File: src/rtl/message_joiner_pkg.sv
// Shared message defaults and the slot-ordering helper used by the slicer/joiner pair.
// Slot 0 is the most-significant slice of a word; higher slot numbers move toward bit 0.
package message_joiner_pkg;

  localparam int DEF_N_SLICES     = 4;
  localparam int DEF_LOG_N_SLICES = 2;
  localparam int DEF_WIDTH        = 32;
  localparam int DEF_MAX_GAP      = 16;
  localparam int DEF_LOG_MAX_GAP  = 5;

  // Low bit position of a slot inside the assembled word (slot 0 = MS slot).
  function automatic int slot_lsb(input int slot, input int n_slices, input int width);
    return (n_slices - 1 - slot) * width;
  endfunction

endpackage

File: src/rtl/message_joiner_if.sv
// Slice-in / word-out bundle between a message slicer source and the joiner.
interface message_joiner_if
  import message_joiner_pkg::*;
#(
  parameter int WIDTH    = DEF_WIDTH,
  parameter int N_SLICES = DEF_N_SLICES
) ();

  logic [WIDTH-1:0]          in_data;
  logic                      in_nd;
  logic [WIDTH*N_SLICES-1:0] out_data;
  logic                      out_nd;
  logic                      error;

  modport slave (
    input  in_data,
    input  in_nd,
    output out_data,
    output out_nd,
    output error
  );

  modport master (
    output in_data,
    output in_nd,
    input  out_data,
    input  out_nd,
    input  error
  );

endinterface

File: src/rtl/message_joiner.sv
// Reassembles N_SLICES consecutive slices (MS slot first) into one word; a partial
// word idle for MAX_GAP consecutive cycles is dropped with a one-cycle error pulse.
module message_joiner
  import message_joiner_pkg::*;
#(
  parameter int N_SLICES     = DEF_N_SLICES,
  parameter int LOG_N_SLICES = DEF_LOG_N_SLICES,
  parameter int WIDTH        = DEF_WIDTH,
  parameter int MAX_GAP      = DEF_MAX_GAP,
  parameter int LOG_MAX_GAP  = DEF_LOG_MAX_GAP
) (
  input  logic             clk,
  input  logic             rst_n,
  message_joiner_if.slave  bus
);

  localparam int WORD_W = WIDTH * N_SLICES;

  localparam logic [0:0] ST_IDLE    = 1'b0;
  localparam logic [0:0] ST_FILLING = 1'b1;

  localparam logic [LOG_N_SLICES-1:0] LAST_SLOT = LOG_N_SLICES'(N_SLICES - 1);
  localparam logic [LOG_MAX_GAP-1:0]  GAP_LAST  = LOG_MAX_GAP'(MAX_GAP - 1);

  logic [0:0]              state_q,    state_d;
  logic [LOG_N_SLICES-1:0] count_q,    count_d;
  logic [LOG_MAX_GAP-1:0]  gap_q,      gap_d;
  logic [WORD_W-1:0]       asm_q,      asm_d;
  logic [WORD_W-1:0]       out_data_q, out_data_d;
  logic                    out_nd_q,   out_nd_d;
  logic                    error_q,    error_d;

  always_comb begin
    state_d    = state_q;
    count_d    = count_q;
    gap_d      = gap_q;
    asm_d      = asm_q;
    out_data_d = out_data_q;
    out_nd_d   = 1'b0;
    error_d    = 1'b0;

    if (bus.in_nd) begin
      // A slice always wins over a pending timeout in the same cycle.
      for (int s = 0; s < N_SLICES; s++) begin
        if (count_q == LOG_N_SLICES'(s)) begin
          asm_d[slot_lsb(s, N_SLICES, WIDTH) +: WIDTH] = bus.in_data;
        end
      end
      gap_d = '0;
      if (count_q == LAST_SLOT) begin
        out_data_d = {asm_q[WORD_W-1:WIDTH], bus.in_data};
        out_nd_d   = 1'b1;
        count_d    = '0;
        state_d    = ST_IDLE;
      end else begin
        count_d = count_q + LOG_N_SLICES'(1);
        state_d = ST_FILLING;
      end
    end else if (state_q == ST_FILLING) begin
      if (gap_q == GAP_LAST) begin
        error_d = 1'b1;
        count_d = '0;
        gap_d   = '0;
        state_d = ST_IDLE;
      end else begin
        gap_d = gap_q + LOG_MAX_GAP'(1);
      end
    end
  end

  always_ff @(posedge clk) begin
    if (!rst_n) begin
      state_q    <= ST_IDLE;
      count_q    <= '0;
      gap_q      <= '0;
      out_data_q <= '0;
      out_nd_q   <= 1'b0;
      error_q    <= 1'b0;
    end else begin
      state_q    <= state_d;
      count_q    <= count_d;
      gap_q      <= gap_d;
      out_data_q <= out_data_d;
      out_nd_q   <= out_nd_d;
      error_q    <= error_d;
    end
  end

  // Every slot is rewritten before a word completes, so the assembly register needs no reset.
  always_ff @(posedge clk) begin
    asm_q <= asm_d;
  end

  assign bus.out_data = out_data_q;
  assign bus.out_nd   = out_nd_q;
  assign bus.error    = error_q;

endmodule

File: src/flat_wrapper.sv
// flat-port wrapper written by rule: the top's interface ports become plain ports
module message_joiner_flat import message_joiner_pkg::*;
#(
  parameter int N_SLICES     = DEF_N_SLICES,
  parameter int LOG_N_SLICES = DEF_LOG_N_SLICES,
  parameter int WIDTH        = DEF_WIDTH,
  parameter int MAX_GAP      = DEF_MAX_GAP,
  parameter int LOG_MAX_GAP  = DEF_LOG_MAX_GAP
)
  (clk, rst_n, bus_in_data, bus_in_nd, bus_out_data, bus_out_nd, bus_error);
  message_joiner_if #(.WIDTH(WIDTH), .N_SLICES(N_SLICES)) bus_i ();
  input  logic clk;
  input  logic rst_n;
  input wire logic [$bits(bus_i.in_data)-1:0] bus_in_data;
  input wire logic [$bits(bus_i.in_nd)-1:0] bus_in_nd;
  output wire logic [$bits(bus_i.out_data)-1:0] bus_out_data;
  output wire logic [$bits(bus_i.out_nd)-1:0] bus_out_nd;
  output wire logic [$bits(bus_i.error)-1:0] bus_error;
  assign bus_i.in_data = bus_in_data;
  assign bus_i.in_nd = bus_in_nd;
  assign bus_out_data = bus_i.out_data;
  assign bus_out_nd = bus_i.out_nd;
  assign bus_error = bus_i.error;
  message_joiner #(.N_SLICES(N_SLICES), .LOG_N_SLICES(LOG_N_SLICES), .WIDTH(WIDTH), .MAX_GAP(MAX_GAP), .LOG_MAX_GAP(LOG_MAX_GAP)) u_core (.clk(clk), .rst_n(rst_n), .bus(bus_i));
endmodule
File: config.mk
export PLATFORM = sky130hd
export DESIGN_NAME = message_joiner_flat
export DESIGN_NICKNAME = d
export VERILOG_FILES = /design/src/rtl/message_joiner_pkg.sv /design/src/rtl/message_joiner_if.sv /design/src/rtl/message_joiner.sv /design/src/flat_wrapper.sv
export SDC_FILE = /design/constraint.sdc
export NUM_CORES = 1
export LEC_CHECK = 0
export CAP_MARGIN = 20
export CORE_MARGIN = 1.5
export CORE_UTILIZATION = 46
export DETAILED_ROUTE_END_ITERATION = 10
export MAX_ROUTING_LAYER = met4
export PLACE_DENSITY = 0.78
export RECOVER_POWER = 25
export SYNTH_ARGS = -nofsm -noshare
export SYNTH_HDL_FRONTEND = slang
export SYNTH_SLANG_ARGS = --single-unit
File: constraint.sdc
create_clock -name clk -period 4.23 [get_ports clk]
set_clock_uncertainty 0.1 [all_clocks]
set_input_delay 0.846 -clock clk [delete_from_list [all_inputs] [get_ports clk]]
set_output_delay 0.846 -clock clk [all_outputs]
set_load 0.05 [all_outputs]
## After elaboration in Yosys (flattened, before gate mapping)

Index checks and enable logic that the tools add are counted.

- Bits of input ports: 35
- Output and inout port bits: 130
- Logic and storage cells: 39
- Flip-flop bits (word level): 234

- Add/subtract/negate cells: 2
- Equal/unequal tests: 4
- Reduce and logical (&&, ||, !) cells: 11
- Bitwise operators: 2
- Multiplexer cells: 11

Operators with widths:

| operator | number |
|---|---|
| 2-bit AND reduction | 6 |
| 2-bit two-way mux | 4 |
| 1-bit two-way mux | 6 |
| 5-bit by 1-bit adder with 5-bit output (second input constant) | 1 |
| 5-bit by 4-bit == test with 1-bit output (second input constant) | 1 |
| 5-bit two-way mux | 1 |
| 2-bit == test (second input constant) | 2 |
| 2-bit nonzero test | 2 |
| 3-bit OR reduction | 1 |
| 2-bit by 1-bit adder with 2-bit output (second input constant) | 1 |
| 2-bit by 1-bit == test with 1-bit output (second input constant) | 1 |
| 2-bit logical NOT | 1 |
| 1-bit NOT | 2 |
| 2-bit OR reduction | 1 |

## Longest topological paths before layout

Gate-level depths: netlist (run 1).

- Depth after elaboration: 4
- Mapped depth: 5
- Gate-level depth less buffers: 4

## Worst setup path before layout (run 1)

No wires, ideal clock.

- Path kind: input to register
- Start: input port bus_in_nd
- End: register u_core.asm_q[32] (enable)
- Setup slack: 2097 ps
- Path buffers: 0
- Library setup time: 392 ps
- Cell stages on the path: 1
- Arrival: 1641 ps
- Cell sequence: and2_1

- Longest elaborated chain between the ends: 1

RTL lines:

| item | line | RTL |
|---|---|---|
| from (decl) | flat_wrapper.sv:15 | `input wire logic [$bits(bus_i.in_nd)-1:0] bus_in_nd;` |
| 2-bit AND reduction (no source line) | - |  |
| to (signal assigned) | message_joiner.sv:91 | `asm_q <= asm_d;` |
| to (decl) | message_joiner.sv:28 | `logic [WORD_W-1:0] asm_q, asm_d;` |

No other way between the ends.
A chain may end at the register's enable or synchronous reset.

## Worst setup path in the final report (run 1)

- Start: input port bus_in_nd
- End: register u_core.out_data_q[48], in the netlist u_core.bus.out_data[48]

- Longest elaborated chain between the ends: 1

RTL lines:

| item | line | RTL |
|---|---|---|
| 2-bit AND reduction (no source line) | - |  |
| to (signal assigned) | message_joiner.sv:83 | `out_data_q <= out_data_d;` |
| to (decl) | message_joiner.sv:29 | `logic [WORD_W-1:0] out_data_q, out_data_d;` |

No other way between the ends.

==> results of run 1 <==
per-stage QoR:
step                      util, %  instances  area, um2  hold slack [ns]  worst slack, ns
after floorplan                 -        429       7233           0.3355            2.097
after global placement      58.90        779       8987           0.3370            1.350
after detailed placement    58.90        779       8987           0.3426            1.262
after CTS                   63.76        820       9729           0.3557            1.563
after global routing        63.67        820       9716           0.3603            1.234
final                       63.67        820       9716           0.3508            1.321
metal layers:
metal	vias to the layer above	GRT usage (%)	share of wire [%]
met2	143	28.72	47
li1	1992	-	-
met5	-	-	0
met4	0	4.627	1.4
met1	2113	24.20	45
met3	23	3.825	6.5
Yosys cell counts (2+ instances only):
master and n:
a21oi_1 3, a22o_1 128, and2_1 3, buf_2 3
buf_4 23, dfxtp_1 138, edfxtp_1 96, ha_1 5
inv_1 3, nand2_1 4, nand2b_1 2, nand3_1 4
nor2b_1 2, nor3_1 2, xor2_1 2
worst paths after layout:
| path | slack [ns] | to |
|---|---|---|
| worst min-delay path | 0.35 | u_core.bus.out_data[116] |
| worst max register to register | 1.76 | u_core.bus.out_data[48] |
| worst min register to register | 0.35 | u_core.bus.out_data[116] |
| worst max-delay path | 1.32 | u_core.bus.out_data[48] |
registers in the layout, summed over array words and instances, names as in the netlist:
signal / flops
u_core.bus.out_data: 128
u_core.bus.error: 1
u_core.count_q: 2
u_core.bus.out_nd: 1
u_core.state_q: 1
u_core.gap_q: 5
u_core.asm_q: 96
layout by cell type, fill, tap and decap left out, drive strengths merged:
master | Yosys | layout
a22o | 128 | 128
ha | 5 | 5
nor2 | 1 | 1
nand3 | 4 | 4
dfxtp | 138 | 138
nand4b | 1 | 1
o21ai | 1 | 1
o32ai | 1 | 1
and3 | 1 | 1
nor2b | 2 | 2
inv | 3 | 4
and2 | 3 | 3
clkbuf | 1 | 33
nand2 | 4 | 4
xor2 | 2 | 2
clkdlybuf4s50 | 0 | 131
dlygate4sd3 | 0 | 33
edfxtp | 96 | 96
nand4 | 1 | 1
bufinv | 0 | 2
clkinv | 0 | 6
a21oi | 3 | 3
nand2b | 2 | 2
buf | 27 | 2
o2111a | 1 | 1
nor3 | 2 | 2
nand3b | 1 | 1
a21boi | 1 | 1
report_power, final:
part | switching, W | total, W | internal (W)
clock network | 0.000800 | 0.00198 | 0.00118
logic | 0.000123 | 0.000176 | 0.0000531
registers | 0.0000211 | 0.00244 | 0.00242
total | 0.000944 | 0.00460 | 0.00365
area by class of cell:
cell class | count | area, um2
timing repair buffer | 167 | 1674
inverter | 3 | 11.26
sequential | 234 | 5645
clock inverter | 9 | 101.3
multi-input combinational | 164 | 1379
fill | 1106 | 5543
tap | 211 | 264.0
clock buffer | 32 | 640.6
kinds of logic after synthesis:
kind of cell	count (synthesis)	share of synthesized area [%]
simple gates	22	1.678
xor+xnor	2	0.2422
compound gates	135	16.21
buf+inv	31	2.958
fa+ha+maj	5	0.8649
flops	234	78.05
==> results_dict.tcl, run 1 <==
set metrics [dict create \
    synth_warnings 0 \
    numPortBuffers 164 \
    cp.buffers_inverters 2 \
    gr-total-overflow 0 \
    start_kind "primary input" \
    drc_errors 0 \
    wire_per_inst_um 17.99 \
    setup_violations 0 \
    crit_cells 4 \
    worst-slew-pin-transition_ns 1.317 \
    grt_max_degree 69 \
    fin_setup_tns_ns 0 \
    netlist_instances 429 \
    power_density_nw_per_um2 473.1 \
    crit_slowest_cell "clkbuf_2" \
    slew_headroom_pct 12.21 \
    gp_congestion 0.7465 \
    vias 4271 \
    ant_nets 0 \
    maxCapViolations 0 \
    cts_sinks 234 \
    syn2layout_area_growth_pct 34.32 \
    numCtsBuffers 23 \
    syn_avg_cell_area_um2 16.86 \
    cts_buffer_depth 3 \
    cp_cell_sequence "dlygate4sd3_1 -> a21boi_0 -> clkbuf_2 -> a22o_1" \
    cts_resized 0 \
    die_w_um 128.4 \
    reg2regPathDepth 4 \
    drive_gt1_share_pct 6.732 \
    clk_latency_ns 0.49 \
    h-tree-depth 1 \
    synth_edf_count 96 \
    fmax_ghz 0.3437 \
    cp.required_ns 4.55 \
    fin_crit_sh_pct 68.78 \
    cpPeakStageDelay_ns 1.05 \
    dieArea_um2 16490 \
    critPathTopFamily "buffers and inverters" \
    grt_pass1_wl_um 22830 \
    diodes 0 \
    ios 165 \
    p_leak_nw 3.485 \
    ys_ff_latch 234 \
    first_pass_iters 4 \
    grt.total_usage_pct 18.17 \
    synthTopCellsByArea "edfxtp_1 (40%), dfxtp_1 (38%), a22o_1 (15%), buf_4 (2.4%), ha_1 (0.86%)" \
    tritoncts "yes" \
    power_w 0.004596 \
    rsz0062_at_grt "false" \
    startpoint "bus_in_nd" \
    min_from "u_core.asm_q[116]" \
    synth_nets 469 \
    syn_area_um2 7233 \
    die_y_um 128.4 \
    coreArea_um2 15260 \
    yosysTopAreaCell "edfxtp_1" \
    rows 45 \
    antenna_found_initial 0 \
    cts_root_buffer "clkbuf_16" \
    synth.top_cell.area_share_pct 39.85 \
    drt_iter0_markers 167 \
    synth_cell_type_count 26 \
    end_kind "flop" \
    cts_setup_buffers 0 \
    hold_buffers 0 \
    slew_violations 0 \
    vdd_drop_max_mv 0.2971 \
    ys.flop_type "dfxtp_1" \
    setup.worst_path.class "in2reg" \
    clkSlewWorstSetupHoldPaths_ns 0.06 \
    nets 633 \
    crit_arrival_ns 3.23 \
    outcome "finished clean" \
    grt_pass1_vias 4293 \
    hpwl_um 9246 \
    min_path_cells 1 \
    async_flop_share_pct 0 \
    finalCriticalPeriod_ns 2.909 \
    vias_per_cell 5.209 \
    wl_um 14750 \
    start_util_pct 47.40 \
    reg2reg_from "u_core.count_q[0]" \
    final_hold_viol_count 0 \
    critPathMaxFanout 65 \
    yosysSeqAreaShare_pct 78.05 \
    hold_class "reg2reg" \
]
Note: power is estimated with default switching activity, not from simulation.
==> run 2, diff against run 1 <==
CORE_UTILIZATION = 44   (was 46)
clock period = 2.6 ns   (was 4.23 ns; I/O delays follow)
==> results_dict.tcl, run 2 (same netlist as run 1, synthesis figures left out) <==
set metrics [dict create \
    outcome "finished clean" \
    dpl_cell_area_um2 9076 \
    vias_per_cell 5.152 \
    gp_congestion 0.7964 \
    layout_commonest_cell "dfxtp_1" \
    vdd_drop_max_mv 0.5857 \
    cpPeakStageDelay_ns 0.83 \
    coreArea_um2 15940 \
    cp_cell_sequence "clkdlybuf4s50_1" \
    cts_root_buffer "clkbuf_16" \
    clkSlewWorstSetupHoldPaths_ns 0.06 \
    wire_per_inst_um 18.39 \
    cp.buffers_inverters 1 \
    antenna_found_initial 0 \
    drive_gt1_share_pct 7.805 \
    fmax_ghz 0.4331 \
    cts_resized 0 \
    wl_um 15280 \
    crit_arrival_ns 1.69 \
    place_ws_ns 0.3067 \
    fin_area_um2 9847 \
    end_kind "output pin" \
    place_inst 790 \
    diodes 0 \
    ios 165 \
    vias 4281 \
    numCtsBuffers 23 \
    largest_register_ffs 128 \
    fin_setup_tns_ns 0 \
    cts_setup_buffers 0 \
    grt_max_degree 115 \
    worst-slew-pin-transition_ns 0.9510 \
    setup_slack_ns 0.2913 \
    layout_common_cells "dfxtp_1 (138), clkdlybuf4s50_1 (131), a22o_1 (128)" \
    instances_no_fill 831 \
    hold_class "reg2reg" \
    dieArea_um2 17220 \
    start_kind "flop" \
    cts_sinks 234 \
    numPortBuffers 164 \
    grt_pass1_vias 4439 \
    p_leak_nw 3.535 \
    first_pass_iters 4 \
    hold_buffers 0 \
    power_density_nw_per_um2 781.4 \
    slew_violations 0 \
    drt_iter0_markers 217 \
    slew_headroom_pct 36.60 \
    cp.required_ns 1.98 \
    final_hold_viol_count 0 \
    grt_pass1_wl_um 24320 \
    drc_errors 0 \
    ant_nets 0 \
    clk_latency_ns 0.49 \
    syn2layout_area_growth_pct 36.14 \
    maxCapViolations 0 \
    critPathTopFamily "buffers and inverters" \
    critPathMaxFanout 2 \
    tritoncts "yes" \
    grt.total_usage_pct 17.93 \
    gr-total-overflow 0 \
    finalCriticalPeriod_ns 2.309 \
    die_y_um 131.2 \
    reg2reg_slack_ns 0.61 \
    rsz0062_at_grt "false" \
    start_util_pct 45.37 \
    rows 46 \
    setup.worst_path.class "reg2out" \
    h-tree-depth 1 \
    cts_buffer_depth 3 \
    nets 639 \
    holdWs_ns 0.3511 \
    crit_slowest_cell "clkdlybuf4s50_1" \
    hpwl_um 9700 \
    fill_cells 1196 \
    fin_crit_sh_pct 88.80 \
    die_w_um 131.2 \
    setup_violations 0 \
]
-- run 2: worst paths after layout --
check                           from                 endpoint  cells past startpoint
min reg2reg         u_core.asm_q[48]  u_core.bus.out_data[48]                      1
max reg2reg        u_core.count_q[0]  u_core.bus.out_data[51]                      4
max          u_core.bus.out_data[35]         bus_out_data[35]                      1
min                 u_core.asm_q[48]  u_core.bus.out_data[48]                      1
-- run 2: where the power goes --
group	internal (W)	total, W	switching, W
logic	0.0000958	0.000297	0.000202
registers	0.00393	0.00396	0.0000353
clock network	0.00211	0.00343	0.00132
-- run 2: stage by stage --
step,total power [W],util (%)
after global placement,0.004343,56.93
after detailed placement,0.004358,56.93
after CTS,0.007778,61.96
after global routing,0.007940,61.76
final,0.007694,61.76
after floorplan,0.004195,-
-- run 2: layer usage --
metal  vias to the layer above  part of all wire, %  track usage, %
li1                       2003                    -               -
met1                      2130                   43           21.99
met2                       127                   50           30.07
met3                        21                  5.7           3.935
met4                         0                  1.6           4.869
met5                         -                    0               -
-- run 2: cell type report --
| class | instances | area, um2 | share of cell area (%) |
|---|---|---|---|
| multi-input cells | 164 | 1390 | 14.12 |
| flip-flops and latches | 234 | 5645 | 57.33 |
| inverters | 3 | 11.26 | 0.1144 |
| clock buffers | 32 | 671.9 | 6.823 |
| clock inverters | 9 | 130.1 | 1.321 |
| repair buffers | 173 | 1728 | 17.55 |
| well taps | 216 | 270.3 | 2.745 |
-- run 2: worst register-to-register path, delay by kind of cell, from the launching register on --
family                     cells  cell delay [ns]
buffers and inverters          1             0.62
DFF                            1             0.41
and+or+nand+nor                1             0.25
AOI/OAI and AO/OA              1             0.27
adders and majority gates      1             0.29
==> run 3, diff against run 2 <==
CORE_UTILIZATION = 38   (was 44)
MAX_ROUTING_LAYER = default   (was met4)
PLACE_DENSITY = 0.7   (was 0.78)
RECOVER_POWER = 100   (was 25)
==> results_dict.tcl, run 3 (same netlist as run 1, synthesis figures left out) <==
set metrics [dict create \
    outcome "finished clean" \
    tritoncts "yes" \
    cp.required_ns 1.98 \
    dieArea_um2 19870 \
    grt_pass1_vias 4276 \
    drive_gt1_share_pct 7.593 \
    grt_pass1_wl_um 24270 \
    start_util_pct 38.67 \
    cp.buffers_inverters 1 \
    gp_congestion 0.7344 \
    fill_cells 1479 \
    power_density_nw_per_um2 797.6 \
    diodes 0 \
    vias 4297 \
    first_pass_iters 4 \
    setup.worst_path.class "reg2out" \
    h-tree-depth 1 \
    rsz0062_at_grt "false" \
    numCtsBuffers 24 \
    slew_headroom_pct 22.52 \
    drt_iter0_markers 223 \
    wl_um 15500 \
    vdd_drop_max_mv 0.4314 \
    fin_crit_sh_pct 92.33 \
    numPortBuffers 164 \
    utilization_pct 53.24 \
    largest_register_ffs 128 \
    gr-total-overflow 0 \
    wire_per_inst_um 18.17 \
    final_hold_viol_count 0 \
    die_w_um 141.0 \
    drc_errors 0 \
    vias_per_cell 5.038 \
    coreArea_um2 18710 \
    crit_slowest_cell "dlygate4sd3_1" \
    layout_common_cells "dlygate4sd3_1 (163), dfxtp_1 (138), a22o_1 (128)" \
    hold_class "reg2reg" \
    setup_slack_ns 0.1994 \
    grt_max_degree 69 \
    die_y_um 141.0 \
    rows 50 \
    clkSlewWorstSetupHoldPaths_ns 0.06 \
    fin_setup_tns_ns 0 \
    cts_root_buffer "clkbuf_16" \
    nets 641 \
    syn2layout_area_growth_pct 37.69 \
    cpPeakStageDelay_ns 0.91 \
    maxCapViolations 0 \
    end_kind "output pin" \
    worst-slew-pin-transition_ns 1.162 \
    antenna_found_initial 0 \
    critPathTopFamily "buffers and inverters" \
    cts_resized 0 \
    setup_violations 0 \
    place_ws_ns 0.2640 \
    cts_buffer_depth 3 \
    cts_setup_buffers 0 \
    ant_nets 0 \
    fmax_ghz 0.4166 \
    hold_buffers 0 \
    power_w 0.007944 \
    ios 165 \
    finalCriticalPeriod_ns 2.401 \
    slew_violations 0 \
    cts_sinks 234 \
    layout_commonest_cell "dlygate4sd3_1" \
    cp_cell_sequence "dlygate4sd3_1" \
    start_kind "flop" \
    grt.total_usage_pct 15.43 \
    critPathMaxFanout 2 \
    crit_arrival_ns 1.78 \
    clk_latency_ns 0.51 \
    p_leak_nw 4.044 \
    hpwl_um 10040 \
]
## run 3: changes by cell type in the layout (fill, tap and decap cells not counted), moves of 2 or more
cell	before	now
clkdlybuf4s50_1	131	1
buf_4	4	0
bufinv_16	3	5
clkinv_2	1	3
clkinvlp_4	3	1
dlygate4sd3_1	33	163
buf_12	2	5
clkinv_1	1	6
## run 3: final cells by class
cell class / count / area [um2] / area share (%)
tap: 234 / 292.8 / 2.940
multi-input combinational: 164 / 1385 / 13.91
clock buffer: 28 / 656.9 / 6.595
inverter: 3 / 11.26 / 0.1131
sequential: 234 / 5645 / 56.68
clock inverter: 16 / 206.4 / 2.073
timing repair buffer: 174 / 1762 / 17.69
## run 3: final timing paths
kind,start,end,slack (ns),depth (start not counted)
setup / recovery,u_core.bus.out_data[0],bus_out_data[0],0.20,1
hold / removal,u_core.asm_q[109],u_core.bus.out_data[109],0.35,1
setup reg to reg,u_core.count_q[0],u_core.bus.out_data[44],0.49,4
hold reg to reg,u_core.asm_q[109],u_core.bus.out_data[109],0.35,1
## run 3: layer usage
layer,track usage [%],vias to the layer above,share of wire [%]
met5,0,-,0
met4,4.221,0,1.6
met3,4.008,24,7.2
met2,25.36,145,47
met1,20.31,2112,44
li1,-,2016,-
## run 3: stage by stage
step,area [um2],std cells,hold slack [ns]
2_1_floorplan,7233,429,0.3355
3_3_place_gp,9131,809,0.3387
3_5_place_dp,9131,809,0.3413
4_1_cts,9995,853,0.3538
5_1_grt,9960,853,0.3669
6_report,9960,853,0.3519
## run 3: worst reg2reg max path: stages (launching register included)
cell	delay [ns]
dfxtp_1	0.42
ha_1	0.27
and3_1	0.73
buf_12	0.32
a22o_1	0.22
## run 3: where the power goes
part | internal [W] | switching [W]
clock | 0.00230 | 0.00139
sequential | 0.00393 | 0.0000334
combinational | 0.0000898 | 0.000204
total | 0.00632 | 0.00162
